File: src/rtl/ps2_rx_fifo.sv
// PS/2 keyboard receive front-end: pin synchronisers, clock deglitch filter, frame
// deserialiser and byte FIFO. Define PS2_RX_PARITY_CHECK_EN to reject frames with bad parity.
module ps2_rx_fifo #(
    parameter int FILTER_LEN     = 8,
    parameter int TIMEOUT_CYCLES = 100000,
    parameter int FIFO_DEPTH     = 8
) (
    input  logic                          clk,
    input  logic                          reset_n,
    input  logic                          ps2_clk,
    input  logic                          ps2_data,
    output logic [7:0]                    out_data,
    output logic                          out_valid,
    input  logic                          out_ready,
    output logic                          frame_err,
    output logic                          overflow,
    input  logic                          err_clr,
    output logic [$clog2(FIFO_DEPTH):0]   fifo_level
);

    localparam int AW = $clog2(FIFO_DEPTH);
    localparam int FW = $clog2(FILTER_LEN);
    localparam int TW = $clog2(TIMEOUT_CYCLES + 1);

    localparam logic [FW-1:0] FILT_LAST = FW'(FILTER_LEN - 1);
    localparam logic [TW-1:0] TO_LIMIT  = TW'(TIMEOUT_CYCLES);
    localparam logic [AW:0]   FULL_LVL  = (AW + 1)'(FIFO_DEPTH);

    typedef enum logic [1:0] {
        IDLE,
        DATA,
        PARITY,
        STOP
    } state_t;

    logic          clk_s1_q, clk_s1_d, clk_s2_q, clk_s2_d;
    logic          data_s1_q, data_s1_d, data_s2_q, data_s2_d;
    logic          filt_clk_q, filt_clk_d;
    logic [FW-1:0] filt_cnt_q, filt_cnt_d;
    logic          fe;

    state_t        state_q, state_d;
    logic [2:0]    bit_cnt_q, bit_cnt_d;
    logic [7:0]    shift_q, shift_d;
    logic [TW-1:0] to_cnt_q, to_cnt_d;
    logic          frame_err_q, frame_err_d;
    logic          frame_ok;
    logic          push;
`ifdef PS2_RX_PARITY_CHECK_EN
    logic          parity_q, parity_d;
`endif

    logic [7:0]    mem_q [FIFO_DEPTH];
    logic [7:0]    mem_d [FIFO_DEPTH];
    logic [AW-1:0] wr_ptr_q, wr_ptr_d, rd_ptr_q, rd_ptr_d;
    logic [AW:0]   count_q, count_d;
    logic          overflow_q, overflow_d;
    logic          pop, push_ok;

    // The filtered clock only moves after FILTER_LEN consecutive differing samples.
    always_comb begin
        clk_s1_d   = ps2_clk;
        clk_s2_d   = clk_s1_q;
        data_s1_d  = ps2_data;
        data_s2_d  = data_s1_q;
        filt_clk_d = filt_clk_q;
        filt_cnt_d = '0;
        fe         = 1'b0;
        if (clk_s2_q != filt_clk_q) begin
            if (filt_cnt_q == FILT_LAST) begin
                filt_clk_d = ~filt_clk_q;
                fe         = filt_clk_q;
            end else begin
                filt_cnt_d = filt_cnt_q + 1'b1;
            end
        end
    end

`ifdef PS2_RX_PARITY_CHECK_EN
    assign frame_ok = data_s2_q && (^{shift_q, parity_q});
`else
    assign frame_ok = data_s2_q;
`endif

    always_comb begin
        state_d     = state_q;
        bit_cnt_d   = bit_cnt_q;
        shift_d     = shift_q;
        frame_err_d = 1'b0;
        push        = 1'b0;
`ifdef PS2_RX_PARITY_CHECK_EN
        parity_d    = parity_q;
`endif
        if (state_q == IDLE || fe) begin
            to_cnt_d = '0;
        end else begin
            to_cnt_d = to_cnt_q + 1'b1;
        end

        case (state_q)
            IDLE: begin
                if (fe && !data_s2_q) begin
                    state_d   = DATA;
                    bit_cnt_d = '0;
                end
            end
            DATA: begin
                if (fe) begin
                    shift_d   = {data_s2_q, shift_q[7:1]};
                    bit_cnt_d = bit_cnt_q + 1'b1;
                    if (bit_cnt_q == 3'd7) begin
                        state_d = PARITY;
                    end
                end
            end
            PARITY: begin
                if (fe) begin
`ifdef PS2_RX_PARITY_CHECK_EN
                    parity_d = data_s2_q;
`endif
                    state_d  = STOP;
                end
            end
            STOP: begin
                if (fe) begin
                    state_d = IDLE;
                    if (frame_ok) begin
                        push = 1'b1;
                    end else begin
                        frame_err_d = 1'b1;
                    end
                end
            end
            default: state_d = IDLE;
        endcase

        // A stalled frame is abandoned; an edge in the same cycle keeps it alive.
        if (state_q != IDLE && !fe && to_cnt_q == TO_LIMIT) begin
            state_d     = IDLE;
            frame_err_d = 1'b1;
            to_cnt_d    = '0;
        end
    end

    // A full FIFO still accepts a byte when the consumer pops in the same cycle.
    always_comb begin
        mem_d      = mem_q;
        wr_ptr_d   = wr_ptr_q;
        rd_ptr_d   = rd_ptr_q;
        count_d    = count_q;
        overflow_d = overflow_q;
        pop        = (count_q != '0) && out_ready;
        push_ok    = push && ((count_q != FULL_LVL) || pop);

        if (push_ok) begin
            mem_d[wr_ptr_q] = shift_q;
            wr_ptr_d        = wr_ptr_q + 1'b1;
        end
        if (pop) begin
            rd_ptr_d = rd_ptr_q + 1'b1;
        end
        case ({push_ok, pop})
            2'b10:   count_d = count_q + 1'b1;
            2'b01:   count_d = count_q - 1'b1;
            default: count_d = count_q;
        endcase

        if (err_clr) begin
            overflow_d = 1'b0;
        end
        if (push && !push_ok) begin
            overflow_d = 1'b1;
        end
    end

    always_ff @(posedge clk or negedge reset_n) begin
        if (!reset_n) begin
            clk_s1_q    <= 1'b1;
            clk_s2_q    <= 1'b1;
            data_s1_q   <= 1'b1;
            data_s2_q   <= 1'b1;
            filt_clk_q  <= 1'b1;
            filt_cnt_q  <= '0;
            state_q     <= IDLE;
            bit_cnt_q   <= '0;
            shift_q     <= '0;
            to_cnt_q    <= '0;
            frame_err_q <= 1'b0;
`ifdef PS2_RX_PARITY_CHECK_EN
            parity_q    <= 1'b0;
`endif
            for (int i = 0; i < FIFO_DEPTH; i++) begin
                mem_q[i] <= '0;
            end
            wr_ptr_q    <= '0;
            rd_ptr_q    <= '0;
            count_q     <= '0;
            overflow_q  <= 1'b0;
        end else begin
            clk_s1_q    <= clk_s1_d;
            clk_s2_q    <= clk_s2_d;
            data_s1_q   <= data_s1_d;
            data_s2_q   <= data_s2_d;
            filt_clk_q  <= filt_clk_d;
            filt_cnt_q  <= filt_cnt_d;
            state_q     <= state_d;
            bit_cnt_q   <= bit_cnt_d;
            shift_q     <= shift_d;
            to_cnt_q    <= to_cnt_d;
            frame_err_q <= frame_err_d;
`ifdef PS2_RX_PARITY_CHECK_EN
            parity_q    <= parity_d;
`endif
            mem_q       <= mem_d;
            wr_ptr_q    <= wr_ptr_d;
            rd_ptr_q    <= rd_ptr_d;
            count_q     <= count_d;
            overflow_q  <= overflow_d;
        end
    end

    assign out_data   = mem_q[rd_ptr_q];
    assign out_valid  = (count_q != '0);
    assign fifo_level = count_q;
    assign frame_err  = frame_err_q;
    assign overflow   = overflow_q;

endmodule

File: config.mk
export PLATFORM = sky130hd
export DESIGN_NAME = ps2_rx_fifo
export DESIGN_NICKNAME = d
export VERILOG_FILES = /design/src/rtl/ps2_rx_fifo.sv
export SDC_FILE = /design/constraint.sdc
export NUM_CORES = 1
export LEC_CHECK = 0
export ABC_AREA = 1
export CORE_ASPECT_RATIO = 0.5
export CORE_MARGIN = 4
export CORE_UTILIZATION = 50
export CTS_BUF_LIST = sky130_fd_sc_hd__clkbuf_16
export CTS_CLUSTER_DIAMETER = 200
export DETAILED_ROUTE_END_ITERATION = 6
export GPL_TIMING_DRIVEN = 0
export PLACE_DENSITY_LB_ADDON = 0.12
export RECOVER_POWER = 25
export SLEW_MARGIN = 20
export SYNTH_ARGS = -nofsm -noshare
export SYNTH_HDL_FRONTEND = slang
export SYNTH_SLANG_ARGS = --single-unit
File: constraint.sdc
create_clock -name clk -period 2.4 [get_ports clk]
set_input_delay 0.36 -clock clk [delete_from_list [all_inputs] [get_ports clk]]
set_output_delay 0.36 -clock clk [all_outputs]
set_load 0.01 [all_outputs]
# Word level (Yosys, flattened, before mapping)
# Cells that the tools add are included.
dict set report totals {
  regBits 114
  input_bits 6
  out_inout_bits 15
  wordCells 107
}
dict set report op_classes {
  add_sub_neg 7
  order_cmp 3
  n_eq_ne 17
  n_mux 32
  n_bitwise 3
  reduce_logical 22
}
# cell n
set ops {}
lappend ops {{64-bit bitwise mux} 1}
lappend ops {{17-bit two-way mux} 2}
lappend ops {{8-bit binary-select mux with 3-bit select} 1}
lappend ops {{8-bit demux with 3-bit select} 1}
lappend ops {{8-bit two-way mux} 3}
lappend ops {{17-bit by 1-bit adder with 17-bit output (second input constant)} 1}
lappend ops {{17-bit equality test (second input constant)} 1}
lappend ops {{3-bit by 1-bit adder with 3-bit output (second input constant)} 4}
lappend ops {{2-bit two-way mux} 6}
lappend ops {{3-bit two-way mux} 4}
lappend ops {{3-bit inequality test (second input constant)} 4}
lappend ops {{1-bit two-way mux} 11}
lappend ops {{4-bit greater-or-equal comparator (second input constant)} 2}
lappend ops {{3-bit inverter with 4-bit output} 2}
lappend ops {{2-bit case mux with 4 select lines} 1}
lappend ops {{4-bit case mux with 2 select lines} 1}
lappend ops {{2-bit nonzero test} 4}
lappend ops {{1-bit logical AND} 7}
lappend ops {{2-bit equality test (second input constant)} 3}
lappend ops {{3-bit equality test (second input constant)} 2}
lappend ops {{3-bit case mux with 2 select lines} 1}
lappend ops {{5-bit AND reduction} 1}
lappend ops {{4-bit by 1-bit adder with 4-bit output (second input constant)} 1}
lappend ops {{2-bit by 1-bit equality test with 1-bit output (second input constant)} 2}
lappend ops {{other kinds (14)} 18}

# Longest topological paths before layout
# Gate-level depths: netlist of the first run.
dict set report logic_depth {
  depth_word 9
  depth_mapped 13
  ltp_nobuf 13
}

# Least setup slack after synthesis of the first run
# No wires, ideal clock.
dict set report synth_path {
  path_kind {flip-flop to flip-flop}
  from {register filt_cnt_q[0]}
  to {register count_q[3], in the netlist fifo_level[3]}
  setup_ns 0.121
  arrival_time_ns 2.255
  required_time_ns 2.279
  path_slack_ns 0.024
  stages_incl_launch_ff 14
  path_buffers 0
  synth_period_minus_slack_ns 2.376
  cell_sequence {dfrtp_1 > ha_1 > ha_1 > nand3_2 > nor3_4 > nand2_2 > ha_1 > ha_1 > a21oi_1 > nand2_1 > a21oi_1 > o21ai_0 > nand2_1 > nand2_1}
}
dict set report synth_between {
  elab_chain_cells 8
}
# item line_no
set synth_lines {}
lappend synth_lines {{from (decl)} 39} ;# logic [FW-1:0] filt_cnt_q, filt_cnt_d;
lappend synth_lines {{from (signal assigned)} 205} ;# filt_cnt_q <= filt_cnt_d;
lappend synth_lines {{3-bit equality test *} 70} ;# if (filt_cnt_q == FILT_LAST) begin
lappend synth_lines {{1-bit two-way mux *} 70}
lappend synth_lines {{1-bit two-way mux *} 69} ;# if (clk_s2_q != filt_clk_q) begin
lappend synth_lines {{1-bit two-way mux *} 125} ;# if (fe) begin
lappend synth_lines {{1-bit two-way mux *} 100} ;# case (state_q)
lappend synth_lines {{1-bit logical AND *} 153} ;# push_ok = push && ((count_q != FULL_LVL) || pop);
lappend synth_lines {{2-bit by 1-bit equality test with 1-bit output / 2-bit equality test (equally long branches)} 162} ;# case ({push_ok, pop})
lappend synth_lines {{4-bit case mux with 2 select lines / 2-bit nonzero test (equally long branches)} -}
lappend synth_lines {{to (signal assigned)} 217} ;# count_q <= count_d;
lappend synth_lines {{to (decl)} 56} ;# logic [AW:0] count_q, count_d;
# Every way passes the cells marked *; elsewhere a longest branch is shown, timed or not.
# A chain may end at the register's enable or synchronous reset.

# Final worst setup path of the first run
dict set report layout_path {
  from {register rd_ptr_q[0]}
  to {output out_data[2]}
}
dict set report layout_between {
  elab_chain_cells 4
}
# item line_no
set layout_lines {}
lappend layout_lines {{from (decl)} 55} ;# logic [AW-1:0] wr_ptr_q, wr_ptr_d, rd_ptr_q, rd_ptr_d;
lappend layout_lines {{from (signal assigned)} 216} ;# rd_ptr_q <= rd_ptr_d;
lappend layout_lines {{3-bit inverter with 4-bit output (not written as such)} 222} ;# assign out_data = mem_q[rd_ptr_q];
lappend layout_lines {{8-bit binary-select mux with 3-bit select} 222}
lappend layout_lines {{8-bit two-way mux (not written as such) (2 in a row)} 222}
lappend layout_lines {{to (decl)} 12} ;# output logic [7:0] out_data,
# No other way between the ends. The select of a mux whose other input is x is not followed.

==> impl_summary.txt, run 1 <==
----------------------------------------------------
[Logic synthesis]
  Main synth FF type ... dfrtp_1
  Post-synthesis instance area ... between 0.005 and 0.006 sq mm
  Share of flip-flops with an asynchronous set or reset ... 100%
  Synth top cells by count ... nand2_1 (185), dfrtp_1 (109), o21ai_0 (68)
  Synthesized netlist cell count ... approximately 640
  Syn nets ... 658
  Count of cell types in the netlist ... 28
  Cell accounting for the most synthesized area ... dfrtp_1
  Number of synthesized flops with an enable pin ... 0
  Synth Area per Inst ... 8.51 sq um
  Leading cell type by number of instances after synthesis ... nand2_1
  Share of the synthesized area in the top cell type ... 50.4%
  Top area cells in the synthesized netlist ... dfrtp_1 (50%), nand2_1 (13%), o21ai_0 (6.3%)
  Post-synthesis sequential area ratio ... 52.8%
  Synth Warn # ... 0
  Number of storage elements in the synthesis netlist ... approximately 110

[Floorplan]
  Die X-Extent ... between 150 and 200 microns
  Starting density of the core ... 52.2%
  Number of top-level pins ... 21
  Total Die Area ... 0.0127 sq mm
  Core Box Area ... a little over 0.01 sq mm
  Die boundary height ... about 82 microns
  Cell row count ... 26

[Worst setup path]
  Worst endpoint data arrival time ... 1.95 ns
  Worst r2r src ... filt_cnt_q[1]
  Maximum fanout along the worst path ... 10
  Setup slack of the worst register-to-register path ... 0.14 ns
  R2r worst-path depth ... 13
  WS Path Type ... register to output port
  Reg-to-Reg End ... fifo_level[3]
  Critical Path End Type ... output port
  Crit path launch type ... register
  Required arrival time at the worst endpoint ... around 2.0 ns

[Clocking]
  Clock tree from TritonCTS ... built
  Clock-pin slew of the registers on the worst-case setup and hold paths ... ~0.050 ns
  # H-tree levels ... 4
  Number of buffers on the longest clock path ... 2
  CTS sink count ... around 110
  Inserted Clock Buffers ... 17
  Root buffer cell ... clkbuf_16
  Clock network latency to the later pin of the worst-skew pair ... about 0.42 ns

[Pwr]
  Relative contribution of the clock network to total power ... 42.3%
  Power Total ... 6.12 mW
  Switching share of power ... 29.6%
  PwrDens ... 926 mW/mm^2
  Combinational share of power ... between 20% and 30%
  Sequential power share ... 35.3%
  Worst supply voltage drop on vdd ... ~0.47 mV
  Internal portion of total power ... approximately 4.3 mW
  Leakage power total ... ~3.2 nW
  Net switching power ... ~1.8 mW

[Final layout]
  Final std cells w/o fill ... 833
  Final net count ... around 700
  Area Overhead vs Synth ... 22.1%
  Number of inserted filler cells in the final layout ... 866
  Fraction of layout instances using a drive strength above 1 ... around a tenth
  Final design utilization ... between 60 and 70%

[Status]
  Result of the run ... completed

[STA]
  Hold Violations, Final ... 0
  Max-Slew Margin vs Limit ... 2.26%
  Endpoints failing setup ... 0
  FMAX ... about 0.43 GHz
  Slew at the pin with the worst max-slew slack ... around 1.5 ns
  Slack of the critical path ... between 0.09 and 0.1 ns
  Post-route clock period utilization ... between 90 and 100%
  Post-route clock skew ... just under 0.01 ns
  Slew Limit Fails ... 0
  Hold Slack ... approximately 0.35 ns
  Minimum clock period ... between 2 and 2.5 ns
  Unrepaired setup endpoints after global routing ... false

[GRT]
  Maximum number of pins on one net before global-route repair ... slightly below 60
  Number of global-route vias before repair ... between 4000 and 5000
  Residual overflow from global routing ... 0
  Antenna violations before repair ... 0
  Global routing usage summed across all routing layers ... 24.0%
  Global-route wire length before repair ... between 20 and 25 mm

[Route]
  Average routed wire per standard cell ... between 15 and 20 microns
  Routed via count ... 4535
  Remaining antenna violation count after routing ... 0
  Vias per Instance ... around 5.4
  DRC violation count after routing ... 0
  Number of design-rule violations left by the first detailed-router iteration ... around 430
  Routed wire length ... ~14 mm
  Initial DRT Pass Iterations ... 5

[Place]
  GP Congestion ... between 0.8 and 0.9
  Pre-CTS WS ... -0.342 ns
  Detail Placement HPWL ... between 9 and 10 mm
  Cell count after placement ... 797
  I/O Buffers ... 20

[Min path]
  End of the worst hold path ... clk_s2_q
  Min-delay src ... clk_s1_q
  Classification of the worst-slack hold path ... register to register
  Worst Hold Path Cells ... 0

[Job]
  # Max-Cap Violations ... 0

----------------------------------------------------
## state kept, by name, indices dropped and copies added, names as in the netlist
signal,count
to_cnt_q,17
filt_cnt_q,3
data_s2_q,1
fifo_level,4
mem_q,64
rd_ptr_q,3
wr_ptr_q,3
filt_clk_q,1
shift_q,8
bit_cnt_q,3
clk_s1_q,1
overflow,1
state_q,2
frame_err,1
data_s1_q,1
clk_s2_q,1
## worst max-delay path: stages, from the launching register on
cell           delay [ns]
dfrtp_1              0.39
buf_6                0.15
buf_4                0.17
o21ai_0              0.23
o22ai_1              0.14
nand2_1              0.09
nand2_1              0.07
dlygate4sd2_1        0.29
## per-layer routing
metal	vias to the layer above	GRT usage, %	share of wire, %
li1	2175	-	-
met1	2167	31.5	45
met2	155	38.1	45
met3	38	6.42	7.5
met4	0	10.6	2.8
met5	-	0	0
## cells by family after synthesis
family                   Yosys count  synth area share, %
adder cells (fa/ha/maj)           16                 3.84
multiplexers                      16                 2.96
flip-flops                       114                 52.8
XOR/XNOR                          13                 2.10
AO/OA/AOI/OAI                     95                 9.29
AND/OR/NAND/NOR                  312                 23.8
buffers and inverters             70                 5.22
## metrics by stage
step | setup TNS (ns) | instance area (sq um)
after floorplan | 0 | 5410
after global routing | 0 | 6610
after global placement | -388.78 | 5790
after CTS | 0 | 6560
final | 0 | 6610
after detailed placement | -0.771 | 5820
## repair_timing
action / in CTS / in global routing
hold buffers: 1 / 0
gates resized for setup: 37 / 18
setup buffers: 2 / 0
endpoints found under the hold margin: 53 / 0
pin swaps: 1 / 4
setup endpoints to repair: 10 / 9
## cell usage in the layout (no fill, tap or decap), types with 9 or more instances in the layout
| cell | synthesis | routed |
|---|---|---|
| clkbuf_16 | 0 | 17 |
| nand4_1 | 9 | 9 |
| o21ai_0 | 68 | 66 |
| nand3_1 | 44 | 43 |
| dfrtp_1 | 109 | 109 |
| ha_1 | 15 | 11 |
| nand2_1 | 185 | 185 |
| xor2_1 | 9 | 9 |
| inv_1 | 48 | 50 |
| o22ai_1 | 17 | 14 |
| nor2_1 | 62 | 61 |
| mux2i_1 | 16 | 9 |
| clkdlybuf4s50_1 | 0 | 9 |
## cell type report
type / instances / area (sq um) / share of cell area (%)
Timing Repair Buffer: 24 / 239 / 3.62
Tap cell: 140 / 175 / 2.65
Buffer: 19 / 133 / 2.01
Antenna cell: 1 / 2.50 / 0.0379
Clock inverter: 15 / 175 / 2.65
Inverter: 51 / 193 / 2.92
Clock buffer: 17 / 425 / 6.44
Sequential cell: 114 / 2860 / 43.3
Multi-Input combinational cell: 452 / 2410 / 36.4
## worst max-delay path by stage
stage | to | start | slack, ns | cells after the start
after floorplan | fifo_level[3] | filt_cnt_q[0] | 0.02 | 13
after global placement | rd_ptr_q[0] | reset_n | -3.47 | 1
after detailed placement | fifo_level[3] | out_ready | -0.34 | 12
after CTS | out_data[2] | rd_ptr_q[0] | 0.04 | 7
after global routing | fifo_level[3] | filt_cnt_q[0] | 0.02 | 13
final | out_data[2] | rd_ptr_q[0] | 0.09 | 7
## power by group through the flow
stage          logic [mW]  clock network (mW)  registers [mW]
2_1_floorplan       0.832                   0            2.16
3_3_place_gp         1.19                   0            2.17
3_5_place_dp         1.21                   0            2.18
4_1_cts              1.31                2.62            2.15
5_1_grt              1.55                2.73            2.18
6_report             1.37                2.59            2.16
(Power assumes the default switching activity.)
==> run 2, diff against run 1 <==
Settings changed: CORE_MARGIN 4 to 5.
==> run 2 against run 1 <==
  * The flow now finishes with violations (max-capacitance violations, max-slew violations)
  * Combinational power increased by 7%
  * Global-route usage decreased by 1.1 points
  * Via count increased by 1.8%
  * Sequential share of layout area decreased by 0.24 points
  * Flip-flop and latch count unchanged
  * Wire length increased by 1.2%
  * Count of clock-buffer cells in the layout unchanged
  * Sequential power about the same
  * Clock skew decreased by 0.0029 ns
  * Hold slack improved by 0.0050 ns
==> impl_summary.txt, run 2 (synthesis gave the netlist of run 1 again) <==
----------------------------------------------------
[Worst setup path]
  WS Path Type ... register to output port
  Cell at the slowest stage of the critical path ... dfrtp_1
  Maximum fanout along the worst path ... 10
  Crit path launch type ... register
  Required arrival time at the worst endpoint ... approximately 2 ns
  Worst endpoint data arrival time ... 1.96 ns
  Critical path's most frequent cell ... nand2_1
  Delay of the slowest critical-path stage ... 0.39 ns
  Cell family with the largest share of critical-path delay ... buffers and inverters
  Buffer and inverter count on the worst path ... 3
  List of cells traversed by the critical path ... buf_6 > buf_12 > mux2i_4 > o22ai_1 > nand2_1 > nand2_1 > dlygate4sd2_1
  Critical Path End Type ... output port

[STA]
  Setup_tns ... 0 ns
  Slack of the critical path ... 0.0773 ns
  Post-route clock period utilization ... approximately 97%
  Hold Violations, Final ... 0
  Slew at the pin with the worst max-slew slack ... 1.59 ns
  Endpoints failing setup ... 0
  Post-route clock skew ... approximately 0.007 ns
  FMAX ... 0.431 GHz
  Unrepaired setup endpoints after global routing ... true
  Slew Limit Fails ... just over 60
  Hold Slack ... around 0.36 ns
  Minimum clock period ... ~2.3 ns
  Max-Slew Margin vs Limit ... -5.79%

[GRT]
  Global routing usage summed across all routing layers ... around 23%
  Global routing's busiest layer ... met2
  Met2 global-route usage ... between 30% and 40%
  Maximum number of pins on one net before global-route repair ... 63
  Met1 routing resource usage after global routing ... a little under a third
  Number of global-route vias before repair ... roughly 4500
  Routing usage on met3 ... under 10%
  Antenna violations before repair ... 0
  Global-route wire length before repair ... between 20 and 25 mm
  Residual overflow from global routing ... 0

[Clocking]
  CTS sink count ... between 100 and 150
  Clock tree from TritonCTS ... built
  Root buffer cell ... clkbuf_16
  Number of buffers on the longest clock path ... 2
  Inserted Clock Buffers ... 17
  # H-tree levels ... 4
  Clock-pin slew of the registers on the worst-case setup and hold paths ... about 0.05 ns
  Clock network latency to the later pin of the worst-skew pair ... roughly 0.4 ns

[Route]
  Average routed wire per standard cell ... ~17 microns
  DRC violation count after routing ... 0
  Remaining antenna violation count after routing ... 0
  Routed via count ... between 4000 and 5000
  Initial DRT Pass Iterations ... 5
  Routed wire length ... ~14 mm
  Number of design-rule violations left by the first detailed-router iteration ... ~370
  Vias per Instance ... 5.51

[Floorplan]
  Total Die Area ... approximately 0.013 sq mm
  Starting density of the core ... between 50% and 60%
  Die X-Extent ... roughly 160 microns
  Number of top-level pins ... 21
  Die boundary height ... between 80 and 90 microns
  Cell row count ... 26
  Core Box Area ... about 0.010 sq mm

[Final layout]
  Final net count ... 706
  Area Overhead vs Synth ... 22.8%
  Antenna cell count ... 0
  Most common cell after layout, fill and taps aside ... nand2_1
  Fraction of layout instances using a drive strength above 1 ... a little under an eighth
  Most frequent cells in the layout ... nand2_1 (184), dfrtp_1 (109), o21ai_0 (66)
  Multi-input gate area ... 0.00242 sq mm
  Flip-flop count of the largest register after layout ... between 60 and 70
  Number of inserted filler cells in the final layout ... ~860
  Register area ... between 0.002 and 0.003 sq mm
  Largest register by flop count ... mem_q
  Biggest regs ... mem_q (64), to_cnt_q (17), shift_q (8)

[Place]
  Pre-CTS WS ... -0.327 ns
  I/O Buffers ... 20
  GP Congestion ... between 0.9 and 1
  Detail Placement HPWL ... 9.31 mm

[Status]
  Result of the run ... finished with violations
  Failing checks ... max-capacitance violations, max-slew violations

[Pwr]
  Internal portion of total power ... 4.26 mW
  Sequential power share ... between 30% and 40%
  Switching share of power ... 30.2%
  Relative contribution of the clock network to total power ... roughly 41%
  Leakage power total ... ~3.2 nW
  Combinational share of power ... 24.0%
  Worst supply voltage drop on vdd ... ~0.34 mV
  Power Total ... roughly 6.1 mW
  Net switching power ... between 1.5 and 2 mW
  PwrDens ... 918 mW/mm^2

[Job]
  # Max-Cap Violations ... 1

[Min path]
  Classification of the worst-slack hold path ... register to register

----------------------------------------------------
==> run 2: cell count changes in the layout (fill, tap and decap cells not counted), sizes merged <==
cell           delta
clkbuf            +1
buf               +4
bufinv            -1
dlygate4sd2       +1
clkinv            +3
diode             -1
clkdlybuf4s15     -1
inv               -1
clkinvlp          -1
==> run 2: final cells by class <==
cell class                      instances  area share [%]
Inverter                               51            2.96
Buffer                                 19            2.11
Tap cell                              140            2.64
Timing Repair Buffer                   29            4.20
Multi-Input combinational cell        452            36.5
Clock inverter                         15            2.24
Sequential cell                       114            43.0
Clock buffer                           17            6.40
==> run 2: power by group through the flow <==
stage / logic [mW] / clock network, mW / registers, mW
floorplan: 0.832 / 0 / 2.16
global placement: 1.19 / 0 / 2.17
detailed placement: 1.23 / 0 / 2.17
CTS: 1.39 / 2.50 / 2.15
global route: 1.64 / 2.58 / 2.18
finish: 1.47 / 2.48 / 2.16
==> run 2: per-layer routing <==
metal | part of all wire [%] | up-vias
met1 | 47 | 2281
met3 | 6.1 | 21
met2 | 45 | 121
met5 | 0 | -
met4 | 1.7 | 0
li1 | - | 2192
==> run 2: what timing repair did <==
| item | in CTS | in global routing |
|---|---|---|
| hold endpoints to repair | 56 | 0 |
| hold buffers | 1 | 0 |
| resized for setup | 46 | 11 |
| buffers inserted | 3 | 4 |
| endpoints found under the setup margin | 10 | 8 |
| pin swaps | 2 | 4 |
| cloned | 0 | 0 |
==> run 2: path summary, 6_finish.rpt <==
| kind | from | to | slack (ns) | depth (start not counted) |
|---|---|---|---|---|
| min in group asynchronous | reset_n | filt_cnt_q[0] | 0.89 | 2 |
| worst min register to register | clk_s1_q | clk_s2_q | 0.36 | 0 |
| max in group asynchronous | reset_n | mem_q[5] | 0.54 | 3 |
| worst max-delay path | rd_ptr_q[0] | out_data[2] | 0.08 | 7 |
| worst max register to register | filt_cnt_q[0] | fifo_level[3] | 0.12 | 14 |
| worst min-delay path | clk_s1_q | clk_s2_q | 0.36 | 0 |
==> run 2: metrics by stage <==
stage,utilization (%),area (sq um),std cells
detailed placement,56.1,5820,797
floorplan,-,5410,636
CTS,63.3,6570,833
global placement,55.8,5790,796
global route,64.1,6650,837
finish,64.1,6650,837
==> run 2: worst register-to-register path, cell delays in order, from the launching register on <==
cell     delay (ns)
dfrtp_1        0.38
ha_4           0.15
ha_4           0.15
nand3_4        0.11
nor3_4         0.13
buf_6          0.15
nand2_8        0.08
ha_4           0.19
ha_4           0.22
a21oi_1        0.17
nand2_2        0.09
a21oi_2        0.17
o21ai_1        0.08
nand2_1        0.06
nand2_1        0.05
